File: src/rtl/serial_add_sub_pkg.sv
// Shared definitions for the bit-serial adder/subtractor: FSM encodings and default width.
package serial_add_sub_pkg;

    localparam int DEFAULT_WIDTH = 8;

    typedef enum logic [1:0] {
        IDLE = 2'd0,
        RUN  = 2'd1,
        DONE = 2'd2
    } state_t;

endpackage

File: src/rtl/serial_add_sub_full_add.sv
// Structural full adder built from two half adders and an OR gate.
module half_add_structural (
    input  logic a,
    input  logic b,
    output logic sum,
    output logic carry
);
    assign sum   = a ^ b;
    assign carry = a & b;
endmodule

module full_add_structural (
    input  logic a,
    input  logic b,
    input  logic cin,
    output logic sum,
    output logic cout
);
    logic s_ab;
    logic c_ab;
    logic c_sc;

    half_add_structural u_ha_ab (
        .a     (a),
        .b     (b),
        .sum   (s_ab),
        .carry (c_ab)
    );

    half_add_structural u_ha_sc (
        .a     (s_ab),
        .b     (cin),
        .sum   (sum),
        .carry (c_sc)
    );

    assign cout = c_ab | c_sc;
endmodule

File: src/rtl/serial_add_sub.sv
// Bit-serial adder/subtractor: one full-adder cell, LSB first, valid/ready on both sides.
//   state | meaning
//   IDLE  | waiting for operands, in_ready = 1
//   RUN   | shifting one bit per clock through the full adder
//   DONE  | result presented, waiting for out_ready
module serial_add_sub
    import serial_add_sub_pkg::*;
#(
    parameter int WIDTH = DEFAULT_WIDTH
) (
    input  logic             clk,
    input  logic             rst,
    input  logic             in_valid,
    output logic             in_ready,
    input  logic [WIDTH-1:0] a,
    input  logic [WIDTH-1:0] b,
    input  logic             sub,
    output logic             out_valid,
    input  logic             out_ready,
    output logic [WIDTH-1:0] sum,
    output logic             carry,
    output logic             overflow
);
    localparam int CW = $clog2(WIDTH) + 1;

    state_t           state;
    logic [WIDTH-1:0] ra;
    logic [WIDTH-1:0] rb;
    logic [WIDTH-1:0] rs;
    logic [WIDTH-1:0] rs_next;
    logic [CW-1:0]    cnt;
    logic             cff;
    logic             s_bit;
    logic             co_bit;
    logic             last_bit;

    full_add_structural u_fa (
        .a    (ra[0]),
        .b    (rb[0]),
        .cin  (cff),
        .sum  (s_bit),
        .cout (co_bit)
    );

    // New bit enters at the MSB so the LSB-first stream lands in place after WIDTH shifts.
    always_comb begin
        rs_next            = rs >> 1;
        rs_next[WIDTH-1]   = s_bit;
    end

    assign last_bit = (cnt == CW'(WIDTH - 1));
    assign in_ready = (state == IDLE);

    always_ff @(posedge clk) begin
        if (rst) begin
            state     <= IDLE;
            ra        <= '0;
            rb        <= '0;
            rs        <= '0;
            cnt       <= '0;
            cff       <= 1'b0;
            out_valid <= 1'b0;
            sum       <= '0;
            carry     <= 1'b0;
            overflow  <= 1'b0;
        end else begin
            case (state)
                IDLE: begin
                    if (in_valid) begin
                        ra    <= a;
                        rb    <= sub ? ~b : b;
                        cff   <= sub;
                        cnt   <= '0;
                        state <= RUN;
                    end
                end
                RUN: begin
                    ra  <= ra >> 1;
                    rb  <= rb >> 1;
                    rs  <= rs_next;
                    cff <= co_bit;
                    cnt <= cnt + CW'(1);
                    if (last_bit) begin
                        sum       <= rs_next;
                        carry     <= co_bit;
                        overflow  <= cff ^ co_bit;
                        out_valid <= 1'b1;
                        state     <= DONE;
                    end
                end
                DONE: begin
                    if (out_ready) begin
                        out_valid <= 1'b0;
                        state     <= IDLE;
                    end
                end
                default: state <= IDLE;
            endcase
        end
    end
endmodule

File: config.mk
export PLATFORM = sky130hd
export DESIGN_NAME = serial_add_sub
export DESIGN_NICKNAME = d
export VERILOG_FILES = /design/src/rtl/serial_add_sub_pkg.sv /design/src/rtl/serial_add_sub_full_add.sv /design/src/rtl/serial_add_sub.sv
export SDC_FILE = /design/constraint.sdc
export NUM_CORES = 1
export LEC_CHECK = 0
export ABC_AREA = 1
export CAP_MARGIN = 20
export CORE_ASPECT_RATIO = 0.9
export CORE_MARGIN = 4
export CORE_UTILIZATION = 50
export DETAILED_ROUTE_END_ITERATION = 10
export PLACE_DENSITY = 0.8
export SKIP_CTS_REPAIR_TIMING = 1
export SYNTH_ARGS = -nofsm -noshare
export SYNTH_HDL_FRONTEND = slang
export SYNTH_HIERARCHICAL = 1
export SYNTH_SLANG_ARGS = --single-unit
File: constraint.sdc
create_clock -name clk -period 2.2 [get_ports clk]
set_input_delay 0.22 -clock clk [delete_from_list [all_inputs] [get_ports clk]]
set_output_delay 0.22 -clock clk [all_outputs]
set_load 0.005 [all_outputs]
Yosys cells after proc, flatten, opt, wreduce, memory -nomap -nowiden. Cells that the tools add are included.

Bits in registers: 42. Bits in latches: 0. RAM bits: 0. ROM bits: 0. Memories kept: 0.

$add $sub $neg: 1. $mul: 0. Div/mod/pow operators: 0. Order comparisons: 0. Equality and inequality tests: 6. Shift operators: 0. Mux-type cells: 16. Bitwise logic cells: 7. Reduce and logical (&&, ||, !) cells: 7.

Operators by type and width (count): $pmux W8 S2 (2); $mux W8 (3); $not A8 Y8 (1); $pmux W4 S2 (1); $mux W2 (3); $ne A2 B2 Y1 const B (3); $pmux W2 S3 (1); $reduce_and A3 Y1 (2); $add A4 B1 Y4 const B (1); $eq A4 B3 Y1 const B (1); $mux W4 (1); $pmux W1 S2 (2); $reduce_and A2 Y1 (2); $reduce_bool A2 Y1 (2); $mux W1 (3); $xor A1 B1 Y1 (3); $and A1 B1 Y1 (2); $eq A2 B1 Y1 const B (1); $eq A2 B2 Y1 const B (1); $logic_not A2 Y1 (1); $or A1 B1 Y1 (1).

Longest topological paths before layout. Gate-level depths: netlist (run 1).

Depth in word-level cells: 4. Gate-level depth with buffers: 8. Mapped depth without buffers: 8.

By module. The synthesis (run 1) kept the hierarchy.

By module, submodules not included: serial_add_sub (instances 1, cells an instance 278, area an instance 1873.0 µm², seq. area each 820.8 µm²); half_add_structural (instances 2, cells an instance 1, area an instance 12.5 µm², seq. area each 0.0 µm²); full_add_structural (instances 1, cells an instance 3, area an instance 11.3 µm², seq. area each 0.0 µm²).

Worst setup path before layout (run 1). OpenSTA, ideal clock, no wires.

Kind: register to register. Start: reg ra[0]. End: reg overflow. Setup time: 116 ps. Arrival time: 1140 ps. Setup slack: 944 ps. Stages on the path, launching flop included: 8. Path buffers: 0. Period minus slack after synthesis: 1256 ps. Path through: dfxtp_1 > ha_1 > ha_1 > inv_1 > nand2_1 > xor2_1 > nand2_1 > a21oi_2.

Word-level cells in the longest chain between the ends: 4.

Ends and longest elaborated chain: start: declaration (RTL line serial_add_sub.sv:27) `logic [WIDTH-1:0] ra;`; start signal: assignment (RTL line serial_add_sub.sv:78) `ra <= ra >> 1;`; $xor A1 B1 Y1 (RTL line serial_add_sub_full_add.sv:8) `assign sum = a ^ b;`; net u_fa.s_ab (RTL line serial_add_sub_full_add.sv:19) `logic s_ab;`; $and A1 B1 Y1 (RTL line serial_add_sub_full_add.sv:9) `assign carry = a & b;`; net u_fa.c_sc (RTL line serial_add_sub_full_add.sv:21) `logic c_sc;`; $or A1 B1 Y1 (RTL line serial_add_sub_full_add.sv:37) `assign cout = c_ab | c_sc;`; net co_bit (RTL line serial_add_sub.sv:34) `logic co_bit;`; $xor A1 B1 Y1 (RTL line serial_add_sub.sv:86) `overflow <= cff ^ co_bit;`; end signal: assignment (RTL line serial_add_sub.sv:86); end: declaration (RTL line serial_add_sub.sv:22) `output logic overflow`.

The timed path passes the listed nets, and every way through them passes these cells. A chain may end at the register's enable or synchronous reset.

Worst setup path after layout (run 1).
Start: reg state[1]. End: out in_ready.

Word-level cells in the longest chain between the ends: 1.

Ends and longest elaborated chain: start: declaration (RTL line serial_add_sub.sv:26) `state_t state;`; start signal: assignment (RTL line serial_add_sub.sv:56) `state <= IDLE;`; start signal: assignment (RTL line serial_add_sub.sv:74) `state <= RUN;`; start signal: assignment (RTL line serial_add_sub.sv:88) `state <= DONE;`; $logic_not A2 Y1 (RTL line serial_add_sub.sv:52) `assign in_ready = (state == IDLE);`; end: declaration (RTL line serial_add_sub.sv:14) `output logic in_ready,`.

Every way passes these cells.

==> results by group, run 1 <==
Status
  • Outcome: complete, no violations

Routing
  • Average via count per standard cell: 4.91
  • Number of iterations in the first detailed-routing pass: 4
  • Iteration-0 DRC count of the detailed router: 94
  • Average wire length per cell after detail routing: 10.4 um
  • Remaining DRCs: 0
  • Via count of the routed design: 1768
  • Final ANT Viol Nets: 0
  • Routed Wire Length: 3730 um

Place
  • DP Wirelength: 2690 um
  • Count of buffers from port buffering: 32
  • Gpl congestion: 0.829

Floorplan
  • Die height: 66.6 um
  • Die footprint: 4870 um^2
  • Horizontal extent of the die: 73.1 um
  • Initial core utilization: 51.5%
  • Placeable core region: 3700 um^2
  • Number of top-level pins: 33
  • Number of core rows: 21

Setup path
  • Endpoint of the worst-slack reg-to-reg timing path: sum[3]$_SDFFE_PP0P_
  • Maximum fanout along the worst path: 10
  • Data arrival time of the critical path: 1.44 ns
  • Critical path launch point type: flip-flop
  • R2R depth: 5
  • Crit. End Element: output port
  • Required time at the worst-slack endpoint: 1.98 ns
  • Worst setup path start: state[1]$_SDFFE_PP0P_
  • RR Startpoint: state[0]$_SDFFE_PP0P_
  • Worst Path Class, Setup: flip-flop to output port
  • Worst reg-to-reg setup slack: 0.63 ns
  • Critical path capture point: in_ready

Clock network
  • Insertion delay of the later-clocked pin in the worst-skew pair: 0.29 ns
  • Clock buffer depth: 2
  • Clock tree from TritonCTS: built
  • Clock slew at the register clock pins of the worst setup and hold paths: 0.07 ns
  • Total number of H-tree levels: 2
  • Cell at the root of the clock tree: sky130_fd_sc_hd__clkbuf_8
  • Number of buffers created by CTS: 5
  • Number of clock sinks: 41

Logic synthesis
  • Netlist area before placement: 1910 um^2
  • Part of the Yosys area used for sequential elements: 43.0%
  • Mean Syn Cell Area: 6.75 um^2
  • Flip-flop and latch count after synthesis: 41
  • Syn Nets: 307
  • Count of cell types in the netlist: 21
  • Number of warnings printed during yosys synthesis: 6
  • Syn Inst Count: 283

Timing
  • Setup skew after layout: 0.00314 ns
  • Hold Slack: 0.465 ns
  • Period utilization: 75.2%
  • Sum of negative setup slack: 0 ns
  • Number of max-slew violations in the final report: 0
  • Relative max-transition margin: 68.7%
  • Max Fclk: 604 MHz
  • Min cycle time layout: 1.66 ns
  • Setup repair after global routing missed its margin: no
  • Slew of the pin with the lowest slew margin: 0.468 ns
  • Final-report setup violation count: 0
  • Count of final hold-check violations: 0

Power
  • Power Density: 638 nW/um^2
  • Leakage: 1.05 nW
  • Maximum vdd ir drop: 0.303 mV

GRT
  • Busiest grt layer: met2
  • Largest net degree at the start of global routing: 28
  • GR Util met1: 18.8%
  • Global routing met2 resource utilization: 29.9%
  • Global Route Usage Sum: 16.7%
  • GR Util met3: 4.52%
  • Number of global-route vias before repair: 1566
  • Total global routing overflow: 0
  • Antenna violations before repair: 0
  • Wire length of the first global-routing pass: 6350 um

Finish
  • Area added between synthesis and finish: 21.3%
  • Most common library cell in the layout ignoring fill and taps: sky130_fd_sc_hd__nand2_1
  • Share of final-layout standard cells stronger than drive strength 1: 5.73%
  • Leading cell types in the layout, fill and taps excluded: sky130_fd_sc_hd__nand2_1 (69), sky130_fd_sc_hd__nor2_1 (63), sky130_fd_sc_hd__dfxtp_1 (41)
  • Core Util, Final: 62.5%
  • Total Nets Final: 337
  • Antenna diode count: 0

Hold path
  • Type of the most critical hold path: flip-flop to flip-flop

Run
  • Max_cap viols: 0
## synth_stat cells, drive strengths merged
master / n / area [um^2]
a21oi: 9 / 48.8
xor2: 2 / 17.5
ha: 3 / 37.5
nor2: 65 / 259
clkbuf: 2 / 7.51
nand2: 72 / 283
inv: 27 / 104
nand3: 32 / 160
dfxtp: 41 / 821
nand3b: 1 / 7.51
o21ai: 19 / 95.1
buf: 10 / 68.8
## logic make-up (layout without fill, tap and decap cells)
group / Yosys count / count (layout) / share of synthesized area, %
XOR/XNOR: 2 / 2 / 0.918
AO/OA/AOI/OAI: 28 / 28 / 7.54
AND/OR/NAND/NOR: 170 / 170 / 37.2
flip-flops: 41 / 41 / 43.0
buffers and inverters: 39 / 70 / 9.44
adder cells (fa/ha/maj): 3 / 3 / 1.97
## layer usage
| layer | up-vias | wire [um] |
|---|---|---|
| li1 | 943 | - |
| met1 | 776 | 1760 |
| met2 | 43 | 1700 |
| met3 | 6 | 209 |
| met4 | 0 | 63 |
| met5 | - | 0 |
## power breakdown
| group | internal, mW | switching [mW] |
|---|---|---|
| clock | 0.220 | 0.247 |
| sequential | 0.779 | 0.0237 |
| combinational | 0.0901 | 0.118 |
## cell type report
type                            instances  area (um^2)
Clock buffer                            6         72.6
Clock inverter                          2         10.0
Tap cell                               46         57.6
Fill cell                             350         1390
Inverter                               27          104
Multi-Input combinational cell        203          908
Sequential cell                        41          821
Timing Repair Buffer                   35          343
## worst min path at each step
stage | start | cells past startpoint | endpoint | slack [ns]
after global routing | a[7] | 3 | ra[7]$_SDFFE_PP0P_ | 0.50
after global placement | out_valid$_SDFFE_PP0P_ | 2 | out_valid$_SDFFE_PP0P_ | 0.45
after detailed placement | out_valid$_SDFFE_PP0P_ | 2 | out_valid$_SDFFE_PP0P_ | 0.46
final | out_valid$_SDFFE_PP0P_ | 2 | out_valid$_SDFFE_PP0P_ | 0.47
after CTS | out_valid$_SDFFE_PP0P_ | 2 | out_valid$_SDFFE_PP0P_ | 0.47
after floorplan | a[7] | 2 | ra[7]$_SDFFE_PP0P_ | 0.36
## registers in the layout, indices dropped and copies added (netlist names)
register and cells:
rs 7, overflow 1, cnt 4, cff 1, ra 8, state 2, carry 1, sum 8
out_valid 1, rb 8
## critical path, cell delays in order, from the launching register on
cell and delay (ns):
sky130_fd_sc_hd__dfxtp_1 0.38, sky130_fd_sc_hd__nor2_4 0.23, sky130_fd_sc_hd__clkdlybuf4s50_1 0.54
## per-stage QoR
| step | setup slack (ns) | std cells | total power [mW] | area, um^2 |
|---|---|---|---|---|
| detailed placement | 0.435 | 352 | 1.03 | 2230 |
| global route | 0.484 | 360 | 1.55 | 2320 |
| finish | 0.545 | 360 | 1.48 | 2320 |
| CTS | 0.539 | 360 | 1.49 | 2320 |
| global placement | 0.519 | 352 | 1.02 | 2230 |
| floorplan | 0.944 | 283 | 0.960 | 1910 |
Power figures use the tool's default switching activity.
==> run 2, diff against run 1 <==
Clock period 2.2 ns to 1.7 ns, I/O delays scaled along.
==> run 2 against run 1 <==
Compared with the run above:
- clock power rose by 32%
- utilization is 0.74 points higher
- sequential power increased by 30%
- critical path depth unchanged
- final area up 1.2%
- register-to-register slack got worse by 0.31 ns
- wire length is 5.1% higher
- hold slack worse by 0.039 ns
- final cell count rose by 0.56%
- worst setup slack worse by 0.46 ns
- total power up 31%
- flip-flop and latch count did not move
- largest power group unchanged
==> results by group, run 2 (synthesis results as in run 1) <==
Status
  • Outcome: complete, no violations

Timing
  • Count of final hold-check violations: 0 (unchanged)
  • Hold Slack: 0.427 ns (-0.0387 ns)
  • Period utilization: 95.2%
  • Final-report setup violation count: 0 (unchanged)
  • Max Fclk: 618 MHz
  • Sum of negative setup slack: 0 ns (unchanged)
  • Setup skew after layout: 0.00709 ns (+0.00395 ns)
  • Setup repair after global routing missed its margin: no
  • Slew of the pin with the lowest slew margin: 0.636 ns (+0.168 ns)
  • Number of max-slew violations in the final report: 0 (unchanged)
  • Min cycle time layout: 1.62 ns
  • Relative max-transition margin: 57.5% (-11 points)

Clock network
  • Number of buffers created by CTS: 5 (unchanged)
  • Insertion delay of the later-clocked pin in the worst-skew pair: 0.30 ns (about the same)
  • Clock slew at the register clock pins of the worst setup and hold paths: 0.08 ns (about the same)
  • Clock tree from TritonCTS: built
  • Cell at the root of the clock tree: sky130_fd_sc_hd__clkbuf_8
  • Total number of H-tree levels: 2 (unchanged)
  • Number of clock sinks: 41 (unchanged)
  • Clock buffer depth: 2 (unchanged)

Power
  • Switching power: 0.517 mW (+33%)
  • Power Density: 826 nW/um^2 (+30%)
  • Relative contribution of the clock network to total power: 31.7% (about the same)
  • Sw Ratio: 26.7% (+0.43 points)
  • Internal Power: 1.42 mW (+30%)
  • Final Power: 1.94 mW (+31%)
  • Combinational cell fraction of total power: 14.6% (+0.5 points)
  • Flop pwr share: 53.7% (-0.6 points)
  • Leakage: 1.07 nW (+1.3%)
  • Maximum vdd ir drop: 0.329 mV (+8.5%)

Finish
  • Core Util, Final: 63.3% (+0.74 points)
  • Leading cell types in the layout, fill and taps excluded: sky130_fd_sc_hd__nand2_1 (69), sky130_fd_sc_hd__nor2_1 (63), sky130_fd_sc_hd__dfxtp_1 (41)
  • Registers with the highest flip-flop counts: ra x8, rb x8, sum x8
  • Most common library cell in the layout ignoring fill and taps: sky130_fd_sc_hd__nand2_1
  • Antenna diode count: 0 (unchanged)
  • Total Nets Final: 339 (+0.59%)
  • Area added between synthesis and finish: 22.7%
  • Share of final-layout standard cells stronger than drive strength 1: 6.33% (+0.60 points)
  • Final instance area: 2340 um^2 (+1.2%)

Floorplan
  • Placeable core region: 3700 um^2 (unchanged)
  • Initial core utilization: 51.5% (unchanged)
  • Horizontal extent of the die: 73.1 um (unchanged)
  • Number of core rows: 21 (unchanged)
  • Number of top-level pins: 33 (unchanged)
  • Die height: 66.6 um (unchanged)
  • Die footprint: 4870 um^2 (unchanged)

Run
  • Max_cap viols: 0 (unchanged)

GRT
  • Wire length of the first global-routing pass: 6600 um (+3.9%)
  • GR Util met1: 21.9% (+3.1 points)
  • Number of global-route vias before repair: 1494 (-4.6%)
  • Total global routing overflow: 0 (unchanged)
  • Global routing met2 resource utilization: 29.2% (-0.67 points)
  • Largest net degree at the start of global routing: 26 (-7.1%)
  • Busiest grt layer: met2
  • Global Route Usage Sum: 17.7% (+0.96 points)
  • GR Util met3: 4.07% (-0.45 points)
  • Antenna violations before repair: 0 (unchanged)

Setup path
  • Worst Path Class, Setup: flip-flop to output port
  • Crit. End Element: output port
  • Maximum fanout along the worst path: 10 (unchanged)
  • Crit path buf inv count: 1 (unchanged)
  • Master of the slowest instance on the critical path: sky130_fd_sc_hd__clkdlybuf4s50_1
  • Crit path max-delay family: buffers and inverters
  • Crit path largest cell delay: 0.54 ns (about the same)
  • Required time at the worst-slack endpoint: 1.53 ns (-0.45 ns)
  • Critical path launch point type: flip-flop
  • List of cells traversed by the critical path: nor2_4 -> clkdlybuf4s50_1
  • Data arrival time of the critical path: 1.45 ns (about the same)

Place
  • Count of buffers from port buffering: 32 (unchanged)
  • Placed instance area: 2260 um^2 (+1.2%)
  • DP Wirelength: 2780 um (+3.5%)
  • Gpl congestion: 0.803 (-3.1%)

Routing
  • Average wire length per cell after detail routing: 10.8 um (+4.6%)
  • Iteration-0 DRC count of the detailed router: 181 (+93%)
  • Routed Wire Length: 3930 um (+5.1%)
  • Remaining DRCs: 0 (unchanged)
  • Final ANT Viol Nets: 0 (unchanged)
  • Via count of the routed design: 1787 (+1.1%)
  • Number of iterations in the first detailed-routing pass: 4 (unchanged)
  • Average via count per standard cell: 4.94 (+0.52%)

Hold path
  • Type of the most critical hold path: input pin to flip-flop
run 2: routing by layer:
layer / part of all wire, % / wire, um
met5: 0 / 0
met4: 1.9 / 76
met3: 5.6 / 218
met2: 46 / 1820
met1: 46 / 1810
run 2: final cells by class:
cell class | count | area, um^2
clock buffers | 6 | 72.6
clock inverters | 2 | 10.0
fillers | 368 | 1360
inverters | 27 | 104
multi-input cells | 203 | 908
flip-flops and latches | 41 | 821
well taps | 46 | 57.6
repair buffers | 37 | 370
run 2: worst reg2reg max path: stages, from the launching register on:
cell and delay [ns]:
sky130_fd_sc_hd__dfxtp_1 0.45, sky130_fd_sc_hd__nand2_4 0.17, sky130_fd_sc_hd__buf_4 0.23, sky130_fd_sc_hd__nor2_4 0.24, sky130_fd_sc_hd__nand2_1 0.10, sky130_fd_sc_hd__a21oi_2 0.12
run 2: metrics by stage:
| step | std cells | worst slack, ns |
|---|---|---|
| finish | 362 | 0.0811 |
| global route | 362 | 0.0355 |
| CTS | 362 | 0.0771 |
| detailed placement | 354 | 0.201 |
| global placement | 354 | 0.238 |
| floorplan | 283 | 0.444 |
run 2: power groups by stage:
| stage | registers [mW] | clock network (mW) | logic, mW |
|---|---|---|---|
| after floorplan | 1.05 | 0 | 0.190 |
| after global placement | 1.06 | 0 | 0.277 |
| after detailed placement | 1.06 | 0 | 0.283 |
| after CTS | 1.04 | 0.627 | 0.285 |
| after global routing | 1.05 | 0.671 | 0.322 |
| final | 1.04 | 0.615 | 0.283 |
run 2: worst paths after layout:
path | startpoint | to | slack (ns) | depth (start not counted)
setup reg to reg | state[0]$_SDFFE_PP0P_ | overflow$_SDFFE_PP0P_ | 0.32 | 5
hold / removal | a[7] | ra[7]$_SDFFE_PP0P_ | 0.43 | 3
hold reg to reg | out_valid$_SDFFE_PP0P_ | out_valid$_SDFFE_PP0P_ | 0.46 | 2
setup / recovery | state[1]$_SDFFE_PP0P_ | in_ready | 0.08 | 2
